[config.mk]
export PLATFORM = sky130hd
export DESIGN_NAME = seq_alu_resp
export DESIGN_NICKNAME = d
export VERILOG_FILES = /design/src/rtl/typedef_pkg.sv /design/src/rtl/shift_add_mul.sv /design/src/rtl/seq_alu_resp.sv
export SDC_FILE = /design/constraint.sdc
export NUM_CORES = 1
export LEC_CHECK = 0
export BUFFER_PORTS_ARGS = -buffer_cell sky130_fd_sc_hd__buf_2
export CAP_MARGIN = 0
export CORE_MARGIN = 2
export CORE_UTILIZATION = 61
export DETAILED_ROUTE_END_ITERATION = 6
export PLACE_DENSITY = 0.82
export SYNTH_ARGS = -nofsm -noshare
export SYNTH_HDL_FRONTEND = slang
export SYNTH_HIERARCHICAL = 1
export SYNTH_SLANG_ARGS = --single-unit
[constraint.sdc]
create_clock -name clk -period 5.4 [get_ports clk]
set_input_delay 0.27 -clock clk [delete_from_list [all_inputs] [get_ports clk]]
set_output_delay 0.27 -clock clk [all_outputs]
set_load 0.03 [all_outputs]
[src/rtl/typedef_pkg.sv]
// Shared types for the sequential ALU responder: operation encoding and control states.
// No logic here; latency and backpressure are defined by the modules that import it.
// The operation enum covers all four 2-bit codes, so no illegal encoding can be presented.
package typedef_pkg;

    typedef enum logic [1:0] {
        OP_ADD = 2'd0,
        OP_MUL = 2'd1,
        OP_OR  = 2'd2,
        OP_AND = 2'd3
    } operation_t;

    localparam int OP_COUNT = 4;

    typedef enum logic {
        IDLE    = 1'b0,
        MUL_RUN = 1'b1
    } alu_state_t;

endpackage

[src/rtl/shift_add_mul.sv]
// Radix-2 unsigned shift-add multiplier, one multiplier bit per clock.
// Latency: done is asserted combinationally during the WIDTH-th cycle after start.
// No backpressure; the caller must not pulse start while a multiply is running.
module shift_add_mul #(
    parameter int WIDTH = 8
) (
    input  logic                 clk,
    input  logic                 rst_n,
    input  logic                 start,
    input  logic [WIDTH-1:0]     a,
    input  logic [WIDTH-1:0]     b,
    output logic                 done,
    output logic [2*WIDTH-1:0]   product
);

    localparam int CW = (WIDTH > 1) ? $clog2(WIDTH) : 1;
    localparam logic [CW-1:0] LAST = CW'(WIDTH - 1);

    logic                 run_q,    run_d;
    logic [CW-1:0]        cnt_q,    cnt_d;
    logic [2*WIDTH-1:0]   mcand_q,  mcand_d;
    logic [WIDTH-1:0]     mplier_q, mplier_d;
    logic [2*WIDTH-1:0]   acc_q,    acc_d;
    logic [2*WIDTH-1:0]   acc_next;

    always_comb begin
        acc_next = acc_q + (mplier_q[0] ? mcand_q : '0);

        run_d    = run_q;
        cnt_d    = cnt_q;
        mcand_d  = mcand_q;
        mplier_d = mplier_q;
        acc_d    = acc_q;

        if (start) begin
            run_d    = 1'b1;
            cnt_d    = '0;
            mcand_d  = {{WIDTH{1'b0}}, a};
            mplier_d = b;
            acc_d    = '0;
        end else if (run_q) begin
            acc_d    = acc_next;
            mcand_d  = mcand_q << 1;
            mplier_d = mplier_q >> 1;
            cnt_d    = cnt_q + CW'(1);
            if (cnt_q == LAST) begin
                run_d = 1'b0;
            end
        end
    end

    // The final partial sum is handed out combinationally so the caller can register it on the done edge.
    assign done    = run_q && (cnt_q == LAST);
    assign product = acc_next;

    always_ff @(posedge clk or negedge rst_n) begin
        if (!rst_n) begin
            run_q    <= 1'b0;
            cnt_q    <= '0;
            mcand_q  <= '0;
            mplier_q <= '0;
            acc_q    <= '0;
        end else begin
            run_q    <= run_d;
            cnt_q    <= cnt_d;
            mcand_q  <= mcand_d;
            mplier_q <= mplier_d;
            acc_q    <= acc_d;
        end
    end

endmodule

[src/rtl/seq_alu_resp.sv]
// Execution unit behind the op_start/operation handshake: ADD/OR/AND, plus a shift-add MUL.
// Latency: single-cycle ops finish on the accept edge; MUL finishes WIDTH edges after accept.
// Backpressure: busy is high during a MUL and op_start is then ignored without queuing.
module seq_alu_resp
    import typedef_pkg::*;
#(
    parameter int WIDTH = 8
) (
    input  logic                 clk,
    input  logic                 rst_n,
    input  logic                 op_start,
    input  operation_t           operation,
    input  logic [WIDTH-1:0]     operand_a,
    input  logic [WIDTH-1:0]     operand_b,
    output logic                 busy,
    output logic                 op_done,
    output logic [2*WIDTH-1:0]   result
);

    alu_state_t           state_q,   state_d;
    logic                 busy_q,    busy_d;
    logic                 op_done_q, op_done_d;
    logic [2*WIDTH-1:0]   result_q,  result_d;

    logic                 accept;
    logic                 mul_start;
    logic                 mul_done;
    logic [2*WIDTH-1:0]   mul_product;
    logic [WIDTH:0]       sum;

    assign accept = op_start && !busy_q;
    assign sum    = {1'b0, operand_a} + {1'b0, operand_b};

    shift_add_mul #(.WIDTH(WIDTH)) u_mul (
        .clk     (clk),
        .rst_n   (rst_n),
        .start   (mul_start),
        .a       (operand_a),
        .b       (operand_b),
        .done    (mul_done),
        .product (mul_product)
    );

    always_comb begin
        state_d   = state_q;
        busy_d    = busy_q;
        op_done_d = 1'b0;
        result_d  = result_q;
        mul_start = 1'b0;

        case (state_q)
            IDLE: begin
                if (accept) begin
                    op_done_d = 1'b1;
                    case (operation)
                        OP_ADD:  result_d = {{(WIDTH-1){1'b0}}, sum};
                        OP_OR:   result_d = {{WIDTH{1'b0}}, operand_a | operand_b};
                        OP_AND:  result_d = {{WIDTH{1'b0}}, operand_a & operand_b};
                        OP_MUL: begin
                            // result keeps its old value while the multiplier accumulates
                            op_done_d = 1'b0;
                            mul_start = 1'b1;
                            busy_d    = 1'b1;
                            state_d   = MUL_RUN;
                        end
                        default: result_d = '0;
                    endcase
                end
            end
            MUL_RUN: begin
                if (mul_done) begin
                    result_d  = mul_product;
                    op_done_d = 1'b1;
                    busy_d    = 1'b0;
                    state_d   = IDLE;
                end
            end
            default: begin
                state_d = IDLE;
                busy_d  = 1'b0;
            end
        endcase
    end

    always_ff @(posedge clk or negedge rst_n) begin
        if (!rst_n) begin
            state_q   <= IDLE;
            busy_q    <= 1'b0;
            op_done_q <= 1'b0;
            result_q  <= '0;
        end else begin
            state_q   <= state_d;
            busy_q    <= busy_d;
            op_done_q <= op_done_d;
            result_q  <= result_d;
        end
    end

    assign busy    = busy_q;
    assign op_done = op_done_q;
    assign result  = result_q;

endmodule

## Yosys cells after proc, flatten, opt, wreduce, memory -nomap -nowiden

Index checks and enable logic that the tools add are counted.

- Add/sub/neg operators: 3
- Equality and inequality tests: 8
- Multiplexer cells: 29
- Bitwise operators: 3
- Reductions and logical operators: 7

Operators with widths:

| operator | number |
|---|---|
| two-way mux 16 bit | 7 |
| one-hot mux 16 bit (3 select lines) | 1 |
| one-hot mux 16 bit (2 select lines) | 1 |
| adder 16 bit | 1 |
| two-way mux 8 bit | 2 |
| two-way mux 1 bit | 13 |
| adder 8 x 8 -> 9 bit | 1 |
| bitwise AND 8 bit | 1 |
| bitwise OR 8 bit | 1 |
| two-way mux 3 bit | 2 |
| one-hot mux 1 bit (2 select lines) | 3 |
| AND reduction 3 bit | 2 |
| == test 2 bit (second input constant) | 2 |
| inequality test 2 x 1 -> 1 bit (second input constant) | 2 |
| inequality test 4 x 1 -> 1 bit (second input constant) | 1 |
| adder 3 x 1 -> 3 bit (second input constant) | 1 |
| == test 3 bit (second input constant) | 1 |
| == test 2 x 1 -> 1 bit (second input constant) | 1 |
| logical AND 1 bit | 2 |
| zero test 2 bit | 1 |
| inequality test 2 bit (second input constant) | 1 |
| nonzero test 2 bit | 1 |
| zero test 1 bit | 1 |
| inverter 1 bit | 1 |

- Flip-flop bits (word level): 63

## Logic depth before layout (Yosys ltp)

- Depth after elaboration: 5
- Mapped depth: 11
- Mapped depth without buffers: 10

## By module

Netlist, hierarchy kept.

Modules (own cells, without submodules):

| module | instances | cells an instance | area each (um^2) |
|---|---|---|---|
| shift_add_mul | 1 | 292 | 2840.2 |
| seq_alu_resp | 1 | 177 | 1508.9 |

## Worst setup path before layout

OpenSTA, ideal clock, no wires.

- Path kind: flip-flop to flip-flop
- Start: register u_mul.mplier_q[0]
- End: register result_q[8] (netlist: result[8])
- Setup time: 0.126 ns
- Arrival: 2.447 ns
- Required time: 5.274 ns
- Slack: 2.827 ns
- Cell stages (with the launch flop): 12
- Path through: dfrtp_1 clkbuf_1 and2_1 ha_1 fa_1 a21oi_1 o211ai_2 a31oi_1 xnor2_1 a21oi_1 nor2_1 a221o_1

- Longest elaborated chain between the ends: 4

RTL lines:

| item | RTL line | source |
|---|---|---|
| start, declared | shift_add_mul.sv:22 | `logic [WIDTH-1:0] mplier_q, mplier_d;` |
| start signal, assigned | shift_add_mul.sv:67 | `mplier_q <= mplier_d;` |
| two-way mux 16 bit | shift_add_mul.sv:27 | `acc_next = acc_q + (mplier_q[0] ? mcand_q : '0);` |
| adder 16 bit | shift_add_mul.sv:27 |  |
| named net mul_product[8] | seq_alu_resp.sv:28 | `logic [2*WIDTH-1:0] mul_product;` |
| two-way mux 16 bit | seq_alu_resp.sv:71 | `if (mul_done) begin` |
| one-hot mux 16 bit (2 select lines) | seq_alu_resp.sv:51 | `case (state_q)` |
| end signal, assigned | seq_alu_resp.sv:95 | `result_q <= result_d;` |
| end, declared | seq_alu_resp.sv:23 | `logic [2*WIDTH-1:0] result_q, result_d;` |

The timed path passes the listed nets, and every way through them passes these cells. The select of a mux whose other input is x is not followed.
A chain may end at the register's enable or synchronous reset.

## Final worst setup path

Same ends and word-level chain as after synthesis.

==> metrics.txt <==
Reg power frac 0.318; fraction of layout cells with a size suffix above 1 0.153; Sw Share 0.443; RSZ-0062 raised after global routing false; Max VDD drop 0.408 mV; die height 88.4 um; die area 7820 um2; ratio of total power to cell area 561 nW/um2; drt first pass iters 5; total vias in the final route 3501; Worst slew margin 0.477; final core occ 0.695; # H-tree levels 3; Wirelength per Cell 15.8 um; largest net degree at the start of global routing 64; final worst slack 2.59 ns; Reg area 1580 um2; port bufs 38; placed cell areas 4540 um2; all-layer global routing usage 0.257; Max Slew Vio Count 0; fin area 4750 um2; drt drc 0; Clock Path Buffers 2; Post-Synthesis Cells 469; clock share of power 0.162; post-cts resize count 0; P_int 1490 uW; mux cell area share after synthesis 0.0759; largest family of logic cells by synthesized area simple AND/OR/NAND/NOR gates; Num CTS Buffers 9; Setup CP Type flop to flop; Diodes inserted 0; most common cell after layout, fill and taps aside dfrtp_1; # clock sinks 63; reg2reg start u_mul/mplier_q[0]; vias in the first global route 3129; Hold WS 0.0816 ns; Crit Path Max Fanout 17; Mapped Avg Cell Area 9.27 um2; adder-cell share of the synthesized area 0.104; clock root buffer clkbuf_8; final-report hold violation count 0; Die Wd 88.4 um; postcts setup bufs 0; ys flop type dfrtp_1; hpwl dp 6930 um; endpoint type of the worst setup path flop; Post-synth EDFFs 0; CTS hold repair buffers 0; worst skew pair latency 0.35 ns; Post-Syn Area 4350 um2; Avg Vias per Cell 5.84; arrival time worst endpoint 3.04 ns; YS warnings 6; r2r endpoint result[8]; Clock Pin Slew Worst Setup and Hold Paths 0.07 ns; fin nets 554; Reg2Reg Depth 10; Area Growth Syn to Fin 9.23%; routability-driven placement congestion ratio 0.923; simple-gate share of the synthesized area 0.184; Cell variety after synth 70; core box area 6830 um2; fin crit share 0.520; Synth Area in XOR/XNOR 0.0362; worst path required time 5.63 ns; routed wire length 9490 um; starting density of the core 0.637; setup TNS 0 ns; first-pass GRT wire length 15400 um; Gate power share 0.520; Slew @ Worst Pin 0.784 ns; Synth Area in Compound Gates 0.183; Seq/Total Area, Yosys 0.362; initial antenna violation count 0; commonest cells after routing, fill and taps aside dfrtp_1 (62), nand2_1 (58), buf_2 (38), mux2i_1 (33), ha_1 (33); min-delay worst type input pin to async pin; Top Ports 39; Yosys reg bits 63; Iter 0 DRT Violations 262; fraction of registers with async set/reset 1.00; total gr overflow 0; Finish-stage setup viols 0; top achievable clock speed 356 MHz; FP Rows 30; syn_nets 525; antenna-violating nets left 0; Max-Cap Viols 0; Fill cells 564; crit path time final 2.81 ns; Leak 0.00228 uW; Post-Place Setup Slack 2.62 ns; Worst R2R Setup Slack 2.59 ns; Sw Pwr 1180 uW; area of the multi-input gates 2540 um2; CTS tree built; crit start category flop; clk_skew 0.0100 ns; status finished, final reports clean
flip-flops by register name (all words and copies together), names as in the netlist:
register and flops:
result 16, u_mul/acc_q 16, u_mul/mcand_q 16, u_mul/mplier_q 8
u_mul/cnt_q 3, busy 1, op_done 1, state_q 1
u_mul/run_q 1
logic make-up after synthesis:
family / Yosys count
xor gates and xnor gates: 18
muxes: 33
DFF: 63
buffers and inverters: 46
AOI/OAI and AO/OA: 116
and+or+nand+nor: 158
adders and majority gates: 35
stage by stage:
stage / total power [uW] / cells
2_1_floorplan: 1920 / 469
3_3_place_gp: 2160 / 583
3_5_place_dp: 2220 / 583
4_1_cts: 2660 / 599
5_1_grt: 2870 / 599
6_report: 2670 / 599
routing by layer:
| layer | track usage | share of wire |
|---|---|---|
| met4 | 0.0826 | 0.011 |
| met3 | 0.0336 | 0.044 |
| met1 | 0.388 | 0.48 |
| met5 | 0 | 0 |
| met2 | 0.383 | 0.46 |
worst max path at each step:
stage	start	endpoint	slack, ns	cells past startpoint
4_1_cts	u_mul/mplier_q[0]	result[8]	2.61	10
3_5_place_dp	u_mul/mplier_q[0]	result[8]	2.62	10
5_1_grt	u_mul/mplier_q[0]	result[8]	2.31	10
3_3_place_gp	u_mul/mplier_q[0]	result[8]	2.72	10
6_report	u_mul/mplier_q[0]	result[8]	2.59	10
2_1_floorplan	u_mul/mplier_q[0]	result[8]	2.83	11
worst max-delay path: stages, from the launching register on:
cell and delay [ns]:
dfrtp_1 0.51, and2_1 0.21, ha_1 0.23, fa_1 0.44, a21oi_1 0.22, o211ai_2 0.18, a31oi_1 0.34, xnor2_1 0.10
a21oi_1 0.15, nor2_1 0.05, a221o_1 0.27
cells in the mapped netlist, types with 5 or more instances:
| cell | n | area, um2 |
|---|---|---|
| mux2i_1 | 33 | 330 |
| dfrtp_1 | 63 | 1580 |
| xor2_1 | 5 | 43.8 |
| a211oi_1 | 5 | 37.5 |
| nor2_1 | 30 | 113 |
| buf_6 | 5 | 56.3 |
| o211ai_1 | 6 | 45.0 |
| a21oi_1 | 25 | 125 |
| nand3_1 | 15 | 75.1 |
| and2_1 | 18 | 113 |
| nand2b_1 | 6 | 37.5 |
| a21o_1 | 9 | 67.6 |
| inv_1 | 22 | 82.6 |
| o21ai_1 | 6 | 30.0 |
| o21a_1 | 7 | 52.6 |
| ha_1 | 33 | 413 |
| clkbuf_1 | 9 | 33.8 |
| xnor2_1 | 13 | 114 |
| nor2b_1 | 5 | 31.3 |
| o21ai_0 | 24 | 120 |
| nand2_1 | 58 | 218 |
final cells by class:
type | instances | share of cell area
timing repair buffer | 41 | 0.0448
tap | 96 | 0.0253
multi-input combinational | 360 | 0.536
clock inverter | 3 | 0.00843
inverter | 23 | 0.0182
clock buffer | 13 | 0.0356
sequential | 63 | 0.332
power by group through the flow:
stage          combinational, uW  sequential [uW]  clock [uW]
6_report                    1390              849         431
2_1_floorplan               1020              893           0
3_3_place_gp                1320              845           0
3_5_place_dp                1370              851           0
4_1_cts                     1370              848         441
5_1_grt                     1530              877         462
Note: power is estimated with default switching activity, not from simulation.
